$ cat src/rtl/k005297_functimer_pkg.sv
// rtl/k005297_functimer_pkg.sv - shared types and constants for the bubble function timer
// Purpose: the FSM state enum, the coil quadrant boundaries, the default ROT20 phases
//          and a quadrant decode helper.
// Ports:   none (package).
package k005297_functimer_pkg;

  typedef enum logic [1:0] {
    ST_IDLE     = 2'd0,
    ST_SPINUP   = 2'd1,
    ST_XFER     = 2'd2,
    ST_SPINDOWN = 2'd3
  } state_e;

  // First ROT20 index of each coil-drive quadrant
  localparam logic [4:0] QUAD_XP_START = 5'd0;
  localparam logic [4:0] QUAD_YP_START = 5'd5;
  localparam logic [4:0] QUAD_XN_START = 5'd10;
  localparam logic [4:0] QUAD_YN_START = 5'd15;

  localparam logic [4:0] ROT_LAST = 5'd19;

  localparam int GEN_PHASE_DEF  = 2;
  localparam int REPL_PHASE_DEF = 7;
  localparam int DET_PHASE_DEF  = 12;

  // One-hot coil vector {YN, XN, YP, XP} for a valid rotator index
  function automatic logic [3:0] quad_decode(input logic [4:0] idx);
    logic [4:0] rel;
    rel = idx - QUAD_XP_START;
    if (rel < QUAD_YP_START - QUAD_XP_START)      quad_decode = 4'b0001;
    else if (rel < QUAD_XN_START - QUAD_XP_START) quad_decode = 4'b0010;
    else if (rel < QUAD_YN_START - QUAD_XP_START) quad_decode = 4'b0100;
    else                                          quad_decode = 4'b1000;
  endfunction

endpackage

$ cat src/rtl/k005297_rot20_decode.sv
// rtl/k005297_rot20_decode.sv - active-low one-hot 20-step rotator decoder
// Purpose: turns the ROT20 rotator into a 5-bit step index and a one-hot valid flag.
// Ports:   rot_n_i [19:0] active-low one-hot rotator
//          idx_o   [4:0]  position of the zero bit (meaningful only when valid_o)
//          valid_o        exactly one bit of rot_n_i is low
module k005297_rot20_decode (
  input  logic [19:0] rot_n_i,
  output logic [4:0]  idx_o,
  output logic        valid_o
);

  logic [4:0] zeros;

  always_comb begin
    idx_o = 5'd0;
    zeros = 5'd0;
    for (int i = 0; i < 20; i++) begin
      if (!rot_n_i[i]) begin
        idx_o = 5'(i);
        zeros = zeros + 5'd1;
      end
    end
    valid_o = (zeros == 5'd1);
  end

endmodule

$ cat src/rtl/k005297_bubble_functimer.sv
// rtl/k005297_bubble_functimer.sv - bubble memory page-transfer function timer
// Purpose: sequences one READ or WRITE page transfer (spin-up fields, one bit per
//          transfer field, one spin-down field) on the 2 MHz enable and ROT20 rotator,
//          driving the coil quadrants and replicate/generate/swap pulses.
// Build option: K005297_FUNCTIMER_ROT20CHK_EN adds a sticky rotator one-hot error flag;
//               without it o_ROT20_ERR is tied to 0.
// Ports:   i_MCLK, i_MRST_n (async active-low), i_CLK2M_PCEN_n (active-low enable),
//          i_ROT20_n[19:0], i_SYS_RST_n (soft reset), i_SYS_RUN_FLAG, i_START,
//          i_CMD_WRITE, i_WDATA, i_DETECT;
//          o_XP/o_YP/o_XN/o_YN coils, o_REPLICATE/o_GENERATE/o_SWAP pulses,
//          o_BIT_REQ, o_RDATA, o_RBIT_STB, o_BITCNT, o_BUSY, o_DONE, o_ROT20_ERR.
module k005297_bubble_functimer
  import k005297_functimer_pkg::*;
#(
  parameter int PAGE_BITS     = 4096,
  parameter int SPINUP_FIELDS = 4,
  parameter int GEN_PHASE     = GEN_PHASE_DEF,
  parameter int REPL_PHASE    = REPL_PHASE_DEF,
  parameter int DET_PHASE     = DET_PHASE_DEF
) (
  input  logic                         i_MCLK,
  input  logic                         i_MRST_n,
  input  logic                         i_CLK2M_PCEN_n,
  input  logic [19:0]                  i_ROT20_n,
  input  logic                         i_SYS_RST_n,
  input  logic                         i_SYS_RUN_FLAG,
  input  logic                         i_START,
  input  logic                         i_CMD_WRITE,
  input  logic                         i_WDATA,
  input  logic                         i_DETECT,
  output logic                         o_XP,
  output logic                         o_YP,
  output logic                         o_XN,
  output logic                         o_YN,
  output logic                         o_REPLICATE,
  output logic                         o_GENERATE,
  output logic                         o_SWAP,
  output logic                         o_BIT_REQ,
  output logic                         o_RDATA,
  output logic                         o_RBIT_STB,
  output logic [$clog2(PAGE_BITS)-1:0] o_BITCNT,
  output logic                         o_BUSY,
  output logic                         o_DONE,
  output logic                         o_ROT20_ERR
);

  localparam int BW = $clog2(PAGE_BITS);
  // One extra bit so the counter can hold PAGE_BITS itself once the page is done
  localparam int CW = BW + 1;
  localparam int FW = (SPINUP_FIELDS < 2) ? 1 : $clog2(SPINUP_FIELDS + 1);

  logic [4:0] idx;
  logic       rot_valid;

  k005297_rot20_decode u_decode (
    .rot_n_i (i_ROT20_n),
    .idx_o   (idx),
    .valid_o (rot_valid)
  );

  state_e        state_q, state_d;
  logic [FW-1:0] fcnt_q, fcnt_d;
  logic [CW-1:0] bitcnt_q, bitcnt_d;
  logic          wr_q, wr_d;
  logic          busy_q, busy_d;
  logic          rdata_q, rdata_d;
  logic [3:0]    coil_q, coil_d;   // {YN, XN, YP, XP}
  logic          repl_q, repl_d;
  logic          gen_q, gen_d;
  logic          swap_q, swap_d;
  logic          bitreq_q, bitreq_d;
  logic          rstb_q, rstb_d;
  logic          done_q, done_d;

  always_ff @(posedge i_MCLK or negedge i_MRST_n) begin
    if (!i_MRST_n) begin
      state_q  <= ST_IDLE;
      fcnt_q   <= '0;
      bitcnt_q <= '0;
      wr_q     <= 1'b0;
      busy_q   <= 1'b0;
      rdata_q  <= 1'b0;
      coil_q   <= '0;
      repl_q   <= 1'b0;
      gen_q    <= 1'b0;
      swap_q   <= 1'b0;
      bitreq_q <= 1'b0;
      rstb_q   <= 1'b0;
      done_q   <= 1'b0;
    end else if (!i_CLK2M_PCEN_n) begin
      state_q  <= state_d;
      fcnt_q   <= fcnt_d;
      bitcnt_q <= bitcnt_d;
      wr_q     <= wr_d;
      busy_q   <= busy_d;
      rdata_q  <= rdata_d;
      coil_q   <= coil_d;
      repl_q   <= repl_d;
      gen_q    <= gen_d;
      swap_q   <= swap_d;
      bitreq_q <= bitreq_d;
      rstb_q   <= rstb_d;
      done_q   <= done_d;
    end
  end

  always_comb begin
    state_d  = state_q;
    fcnt_d   = fcnt_q;
    bitcnt_d = bitcnt_q;
    wr_d     = wr_q;
    busy_d   = busy_q;
    rdata_d  = rdata_q;
    coil_d   = '0;
    repl_d   = 1'b0;
    gen_d    = 1'b0;
    swap_d   = 1'b0;
    bitreq_d = 1'b0;
    rstb_d   = 1'b0;
    done_d   = 1'b0;

    if (!i_SYS_RST_n) begin
      // Abort: bit count is deliberately kept so software can see how far it got
      state_d = ST_IDLE;
      fcnt_d  = '0;
      busy_d  = 1'b0;
    end else if (rot_valid) begin
      // A broken rotator pattern freezes everything and silences coils/pulses
      if (state_q != ST_IDLE) coil_d = quad_decode(idx);

      case (state_q)
        ST_IDLE: begin
          if (i_START && i_SYS_RUN_FLAG && idx == ROT_LAST) begin
            wr_d     = i_CMD_WRITE;
            bitcnt_d = '0;
            fcnt_d   = '0;
            busy_d   = 1'b1;
            state_d  = (SPINUP_FIELDS == 0) ? ST_XFER : ST_SPINUP;
          end
        end

        ST_SPINUP: begin
          if (idx == ROT_LAST) begin
            if (fcnt_q == FW'(SPINUP_FIELDS - 1)) begin
              fcnt_d  = '0;
              state_d = ST_XFER;
            end else begin
              fcnt_d = fcnt_q + 1'b1;
            end
          end
        end

        ST_XFER: begin
          if (idx == 5'd0) bitreq_d = 1'b1;
          if (!wr_q) begin
            if (idx == 5'(REPL_PHASE)) repl_d = 1'b1;
            if (idx == 5'(DET_PHASE)) begin
              rdata_d = i_DETECT;
              rstb_d  = 1'b1;
            end
          end else if (idx == 5'(GEN_PHASE)) begin
            gen_d = i_WDATA;
          end
          if (idx == ROT_LAST) begin
            bitcnt_d = bitcnt_q + 1'b1;
            if (bitcnt_q == CW'(PAGE_BITS - 1)) state_d = ST_SPINDOWN;
          end
        end

        ST_SPINDOWN: begin
          if (wr_q && idx == 5'(GEN_PHASE)) swap_d = 1'b1;
          if (idx == ROT_LAST) begin
            done_d  = 1'b1;
            busy_d  = 1'b0;
            state_d = ST_IDLE;
          end
        end

        default: state_d = ST_IDLE;
      endcase
    end
  end

  assign o_XP        = coil_q[0];
  assign o_YP        = coil_q[1];
  assign o_XN        = coil_q[2];
  assign o_YN        = coil_q[3];
  assign o_REPLICATE = repl_q;
  assign o_GENERATE  = gen_q;
  assign o_SWAP      = swap_q;
  assign o_BIT_REQ   = bitreq_q;
  assign o_RDATA     = rdata_q;
  assign o_RBIT_STB  = rstb_q;
  assign o_BITCNT    = bitcnt_q[BW-1:0];
  assign o_BUSY      = busy_q;
  assign o_DONE      = done_q;

`ifdef K005297_FUNCTIMER_ROT20CHK_EN
  logic err_q, err_d;

  always_comb begin
    err_d = err_q;
    if (!i_SYS_RST_n)    err_d = 1'b0;
    else if (!rot_valid) err_d = 1'b1;
  end

  always_ff @(posedge i_MCLK or negedge i_MRST_n) begin
    if (!i_MRST_n)            err_q <= 1'b0;
    else if (!i_CLK2M_PCEN_n) err_q <= err_d;
  end

  assign o_ROT20_ERR = err_q;
`else
  assign o_ROT20_ERR = 1'b0;
`endif

endmodule

$ cat config.mk
export PLATFORM = sky130hd
export DESIGN_NAME = k005297_bubble_functimer
export DESIGN_NICKNAME = d
export VERILOG_FILES = /design/src/rtl/k005297_functimer_pkg.sv /design/src/rtl/k005297_rot20_decode.sv /design/src/rtl/k005297_bubble_functimer.sv
export SDC_FILE = /design/constraint.sdc
export NUM_CORES = 1
export LEC_CHECK = 0
export ABC_AREA = 1
export CAP_MARGIN = 10
export CELL_PAD_IN_SITES_DETAIL_PLACEMENT = 1
export CELL_PAD_IN_SITES_GLOBAL_PLACEMENT = 1
export CORE_MARGIN = 3
export CORE_UTILIZATION = 36
export DETAILED_ROUTE_END_ITERATION = 8
export HOLD_SLACK_MARGIN = 0.08
export PLACE_DENSITY_LB_ADDON = 0.1
export SLEW_MARGIN = 5
export SYNTH_ARGS = -nofsm -noshare
export SYNTH_HDL_FRONTEND = slang
export SYNTH_SLANG_ARGS = --single-unit
$ cat constraint.sdc
create_clock -name i_MCLK -period 1.67 [get_ports i_MCLK]
set_input_delay 0.4175 -clock i_MCLK [delete_from_list [all_inputs] [get_ports i_MCLK]]
set_output_delay 0.4175 -clock i_MCLK [all_outputs]
set_load 0.01 [all_outputs]
# After elaboration in Yosys (flattened, before gate mapping)
# Index checks and enable logic that the tools add are counted.
# W data, S select, Z words.
# word_totals
inputBits,29
regBits,31
# op_classes
order_cmp,3
n_addsub,21
mux,95
bitwise_logic,2
reduce_logical,13
n_eq_ne,21
# ops
cell,count
$mux W5,23
$add A5 B1 Y5 const B,18
$mux W4,14
$mux W1,33
$mux W3,9
$mux W13,2
$pmux W13 S2,1
$mux W2,10
$ne A3 B3 Y1 const B,6
$reduce_and A5 Y1,3
$add A13 B1 Y13 const B,1
$eq A13 B12 Y1 const B,1
$reduce_and A6 Y1,2
$lt A5 B4 Y1 const B,2
$pmux W2 S4,1
$reduce_and A8 Y1,1
$ne A3 B1 Y1 const B,2
$pmux W3 S2,1
$eq A5 B1 Y1 const B,1
$eq A5 B2 Y1 const B,1
$eq A5 B3 Y1 const B,1
$eq A5 B4 Y1 const B,1
$eq A5 B5 Y1 const B,1
$logic_not A5 Y1,1
13 further kinds,19

# Logic depth before layout (Yosys ltp)
# logic_depth
word_depth,42
depth_mapped,71
mapped_depth_nobuf,70

# Modules after synthesis
# From an unflattened synthesis, not the netlist that was laid out.
# hier_totals
cells_unflattened,779
hier_area_um2,4563.1
# modules_own_cells
module,seq_area_each_um2,cells_each,n_inst,area_per_inst_um2
k005297_rot20_decode,0.0,503,1,2529.9
k005297_bubble_functimer,775.7,276,1,2033.2

# Worst setup path before layout
# No wires, ideal clock.
# synth_path
path_type,input-to-reg
startpoint,input i_ROT20_n[0]
endpoint,register bitcnt_q[6]
required_time_ns,1.553
cell_stages,68
slack_ns,-8.696
setup_time_ns,0.117
t_arrival_ns,10.249
cell_sequence,inv_1 -> ha_1 -> inv_1 -> nand2_2 -> nand2_1 -> ha_1 -> or2_2 -> and2_1 -> ha_1 -> nand2_1 -> nand2_1 -> ha_1 -> nand2_1 -> nand2_2 -> ha_1 -> nand2_1 -> nand2_1 -> ha_1 -> [... 32 more ...] -> nand2_1 -> inv_1 -> ha_1 -> nand2_1 -> nand2_1 -> ha_1 -> nor2_1 -> a31oi_1 -> ha_1 -> o21ai_1 -> nand3_2 -> nor2_4 -> nand2_4 -> nor2_8 -> nand2_4 -> buf_6 -> nand2_1 -> nand2_1
# synth_via
elab_chain_len,41
# synth_rtl
item,line_no,rtl
"start, declared",k005297_bubble_functimer.sv:24,"input logic [19:0] i_ROT20_n,"
$mux W1 *,k005297_rot20_decode.sv:18,if (!rot_n_i[i]) begin
$add A1 B1 Y2,k005297_rot20_decode.sv:20,zeros = zeros + 5'd1;
$mux W5 *,k005297_rot20_decode.sv:18,
$add A5 B1 Y5,k005297_rot20_decode.sv:20,
$mux W5 *,k005297_rot20_decode.sv:18,
$add A5 B1 Y5,k005297_rot20_decode.sv:20,
$mux W5 *,k005297_rot20_decode.sv:18,
$add A5 B1 Y5,k005297_rot20_decode.sv:20,
[... 25 more ...],--,
$add A5 B1 Y5,k005297_rot20_decode.sv:20,
$mux W5 *,k005297_rot20_decode.sv:18,
$add A5 B1 Y5,k005297_rot20_decode.sv:20,
$mux W5 *,k005297_rot20_decode.sv:18,
$add A5 B1 Y5,k005297_rot20_decode.sv:20,
$mux W5 *,k005297_rot20_decode.sv:18,
$eq A5 B1 Y1 *,k005297_rot20_decode.sv:23,valid_o = (zeros == 5'd1);
$reduce_and A6 Y1 (no line) *,--,
"end signal, assigned",k005297_bubble_functimer.sv:93,bitcnt_q <= bitcnt_d;
"end, declared",k005297_bubble_functimer.sv:63,"logic [CW-1:0] bitcnt_q, bitcnt_d;"
# Mark *: on every way between the ends. The rest lies on a longest branch, timed or not.
# A chain may end at the register's enable or synchronous reset.

# Worst setup path after layout
# layout_path
startpoint,input i_ROT20_n[0]
endpoint,register bitcnt_q[1]
# Same word-level chain as after synthesis.

==> results.cfg <==
[power_and_ir_drop]
p_sw_uw = 3416
p_int_uw = 3967
power_leakage_uw = 0.004143
p_per_area_mw_per_mm2 = 966.1
sw_frac_of_total_pct = 46.27
p_clk_share_pct = 14.7
ir_drop_v = 0.0004963
seqPwrFrac_pct = 11.7
p_comb_share_pct = 73.6

[timing]
finalHoldViolations = 0
finalSetupViolCount = 31
max_freq_mhz = 105.4
tightest_slew_ps = 580.8
layout_setup_ws_ps = -7820
fin_worst_skew_ps = 4.651
rsz0062_at_grt = yes
finalCriticalPeriod_ps = 9490
relSlewSlack_pct = 60.93
slew_violations = 0
period_share_pct = 568.3

[worst_hold_path]
hold_depth = 2
min_path_type = flip-flop to flip-flop

[layout]
diodes = 0
layout-drive-gt1-share_pct = 43.60
final_util_pct = 62.84
nets = 1069
fillers = 1614
syn_to_final_growth_pct = 69.10
final_area_mm2 = 0.007642
instances_no_fill = 1184

[clock_tree]
clk_latency_ps = 280
cts_buffers = 5
ctsHtreeMaxLevel = 2
cts_tree = built
clockRootBuffer = clkbuf_16
hold_buffers = 0
clock-sinks = 31
cts_max_path_buffers = 2
cts.reportedPaths.clkPinSlew_ps = 50

[logic_synthesis]
synth_seq_cells = 31
syn_area_per_cell_um2 = 5.970
netlist_instances = 757
synth.yosys.seq_area_share_pct = 17.17
synth.distinct_cells = 40
syn_nets = 811
netlist_area_mm2 = 0.004519
synthArstFlopShare_pct = 100.0
synth-edff-count = 0
ys.flop_type = dfrtp_1
ys_warn_count = 0

[drt]
drc = 0
vias = 5929
drtAntennaViolNets = 0
wirelength_um = 19360
first_pass_iters = 4
drt-initial-drc-count = 255
wl_per_cell_um = 16.35
avgViaCountPerCell = 5.008

[floorplanning]
ios = 54
die_h_um = 118.0
core_area_mm2 = 0.01216
die_w_um = 118.0
start_util_pct = 37.16
fp-row-count = 40
die_area_mm2 = 0.01393

[placement]
dp_cells = 1143
port_buffers = 52
hpwl_um = 12790
placed_area_mm2 = 0.006631
routabilityCongestion = 0.8555

[status]
violations = setup timing
status = finished with violations

[critical_path]
ff2ff_path_depth = 10
path_depth = 68
crit_slowest_cell = ha_4
crit_family = adder cells
crit_end = bitcnt_q[1]
path_buf_inv = 9
critical_path_arrival_ps = 9710
crit_required_ps = 1890
r2r_slack_ps = -520
cp_common_cell = nand2_4
r2r-start = bitcnt_q[0]
r2r_end = state_q[1]
crit_type = input port to flip-flop
end_kind = flip-flop
slowest_delay_ps = 280
critPathMaxFanout = 8
cp-start-kind = input port
critPathLaunch = i_ROT20_n[0]

[global_routing]
grt_pass1_wl_um = 29150
gr-usage-all-layers_pct = 24.60
grt_start_max_net_pins = 32
overflow = 0
grt_pass1_vias = 6322
antenna_found_initial = 0

[run]
drv_cap = 0
==> metal layers <==
metal,wire length (µm),GRT usage (%),up-vias
met1,7780,27.51,2893
met4,486,4.835,0
met2,10500,49.01,112
met5,0,0,-
li1,-,-,2882
met3,588,3.412,42
==> logic make-up (layout without fill, tap and decap cells) <==
logic type | Yosys count | in the layout | share of synthesized area, %
buffers and inverters | 149 | 407 | 13.81
adder cells (fa/ha/maj) | 25 | 25 | 6.921
AND/OR/NAND/NOR | 498 | 499 | 54.49
AO/OA/AOI/OAI | 43 | 43 | 5.593
XOR/XNOR | 10 | 10 | 1.938
other | 1 | 1 | 0.08298
flip-flops | 31 | 31 | 17.16
==> power groups by stage <==
stage               registers (µW)  logic, µW  clock network (µW)
global route                   863       5940                1120
finish                         862       5440                1090
detailed placement             867       4040                   0
CTS                            858       4660                1090
global placement               860       3790                   0
floorplan                      867       2520                   0
==> cells in the final DEF (no fill, tap or decap), types with 2 or more instances in the layout <==
master,synthesis,layout
dlymetal6s2s_1,0,2
nand4_1,10,10
nor3_1,6,6
nand2_1,221,183
or2_2,12,6
dlygate4sd2_1,0,12
clkdlybuf4s50_1,0,35
buf_8,0,2
or2_4,0,6
inv_2,11,14
inv_4,0,4
xor2_1,9,9
nand3_4,0,2
nand2_2,61,75
buf_4,13,212
o311ai_0,2,2
o21ai_2,1,8
nand2_4,6,29
nand3_1,71,61
o21ai_0,13,7
nor2_4,1,3
nor4_1,6,6
clkbuf_16,0,5
nand3_2,23,31
o31ai_4,0,3
nand2_8,0,2
ha_4,0,18
o21ai_1,8,6
ha_1,25,7
nor2_1,66,62
inv_1,117,108
nor2_2,1,3
dfrtp_1,31,31
nand3b_1,8,8
a21oi_1,9,9
nand3b_2,3,3
buf_6,2,6
==> metrics by stage <==
stage / worst slack (ps) / hold WS (ps) / total power, µW / TNS, ps
detailed placement: -9458 / 464.2 / 4908 / -291130
floorplan: -8148 / 121.9 / 3384 / -247860
global route: -8117 / 522.2 / 7926 / -248500
finish: -7820 / 483.7 / 7383 / -239140
CTS: -7738 / 477.8 / 6610 / -237050
global placement: -8965 / 462.0 / 4652 / -276020
==> state kept, by name (all words and copies together), names as in the netlist, 2 cells and up <==
register,cells
bitcnt_q,13
coil_q,4
fcnt_q,3
state_q,2
==> worst reg2reg max path, cell delays in order (launching register included) <==
cell and delay (ps):
dfrtp_1 350, ha_1 180, nand3_1 110, inv_1 100, nand2_1 80, o41ai_1 330, o2111ai_1 160, nor4_1 470
nand2_4 130, nand2_2 80, o21ai_1 70
==> worst min-delay path by stage <==
stage,slack (ps),start,endpoint
3_5_place_dp,460,o_RDATA,o_RDATA
3_3_place_gp,460,o_BUSY,o_BUSY
6_report,480,o_BUSY,o_BUSY
2_1_floorplan,120,i_MRST_n,bitcnt_q[0]
5_1_grt,520,o_BUSY,o_BUSY
4_1_cts,480,o_RDATA,o_RDATA
==> layout make-up <==
class                   count  area, µm²  area share (%)
well taps                 168      210.2           2.750
clock inverters             2      35.03          0.4584
clock buffers               6      138.9           1.817
flip-flops and latches     31      775.7           10.15
inverters                 128      503.0           6.582
repair buffers            271       2195           28.72
multi-input cells         578       3785           49.53
==> cell usage after synthesis (8+ instances only) <==
cell type / count / share of area [%]
a21oi_1: 9 / 1.0
buf_4: 13 / 2.2
dfrtp_1: 31 / 17
ha_1: 25 / 6.9
inv_1: 117 / 9.7
inv_2: 11 / 0.91
nand2_1: 221 / 18
nand2_2: 61 / 8.4
nand3_1: 71 / 7.9
nand3_2: 23 / 5.1
nand3b_1: 8 / 1.3
nand4_1: 10 / 1.4
nor2_1: 66 / 5.5
o21ai_0: 13 / 1.4
o21ai_1: 8 / 0.89
or2_2: 12 / 1.7
xor2_1: 9 / 1.7
==> repair_timing <==
item                                    CTS  global route
pin swaps                                47            43
gates resized for setup                  99            58
gates cloned                              0             1
buffers inserted                         24             9
endpoints found under the setup margin   43            33
Power figures use the tool's default switching activity.
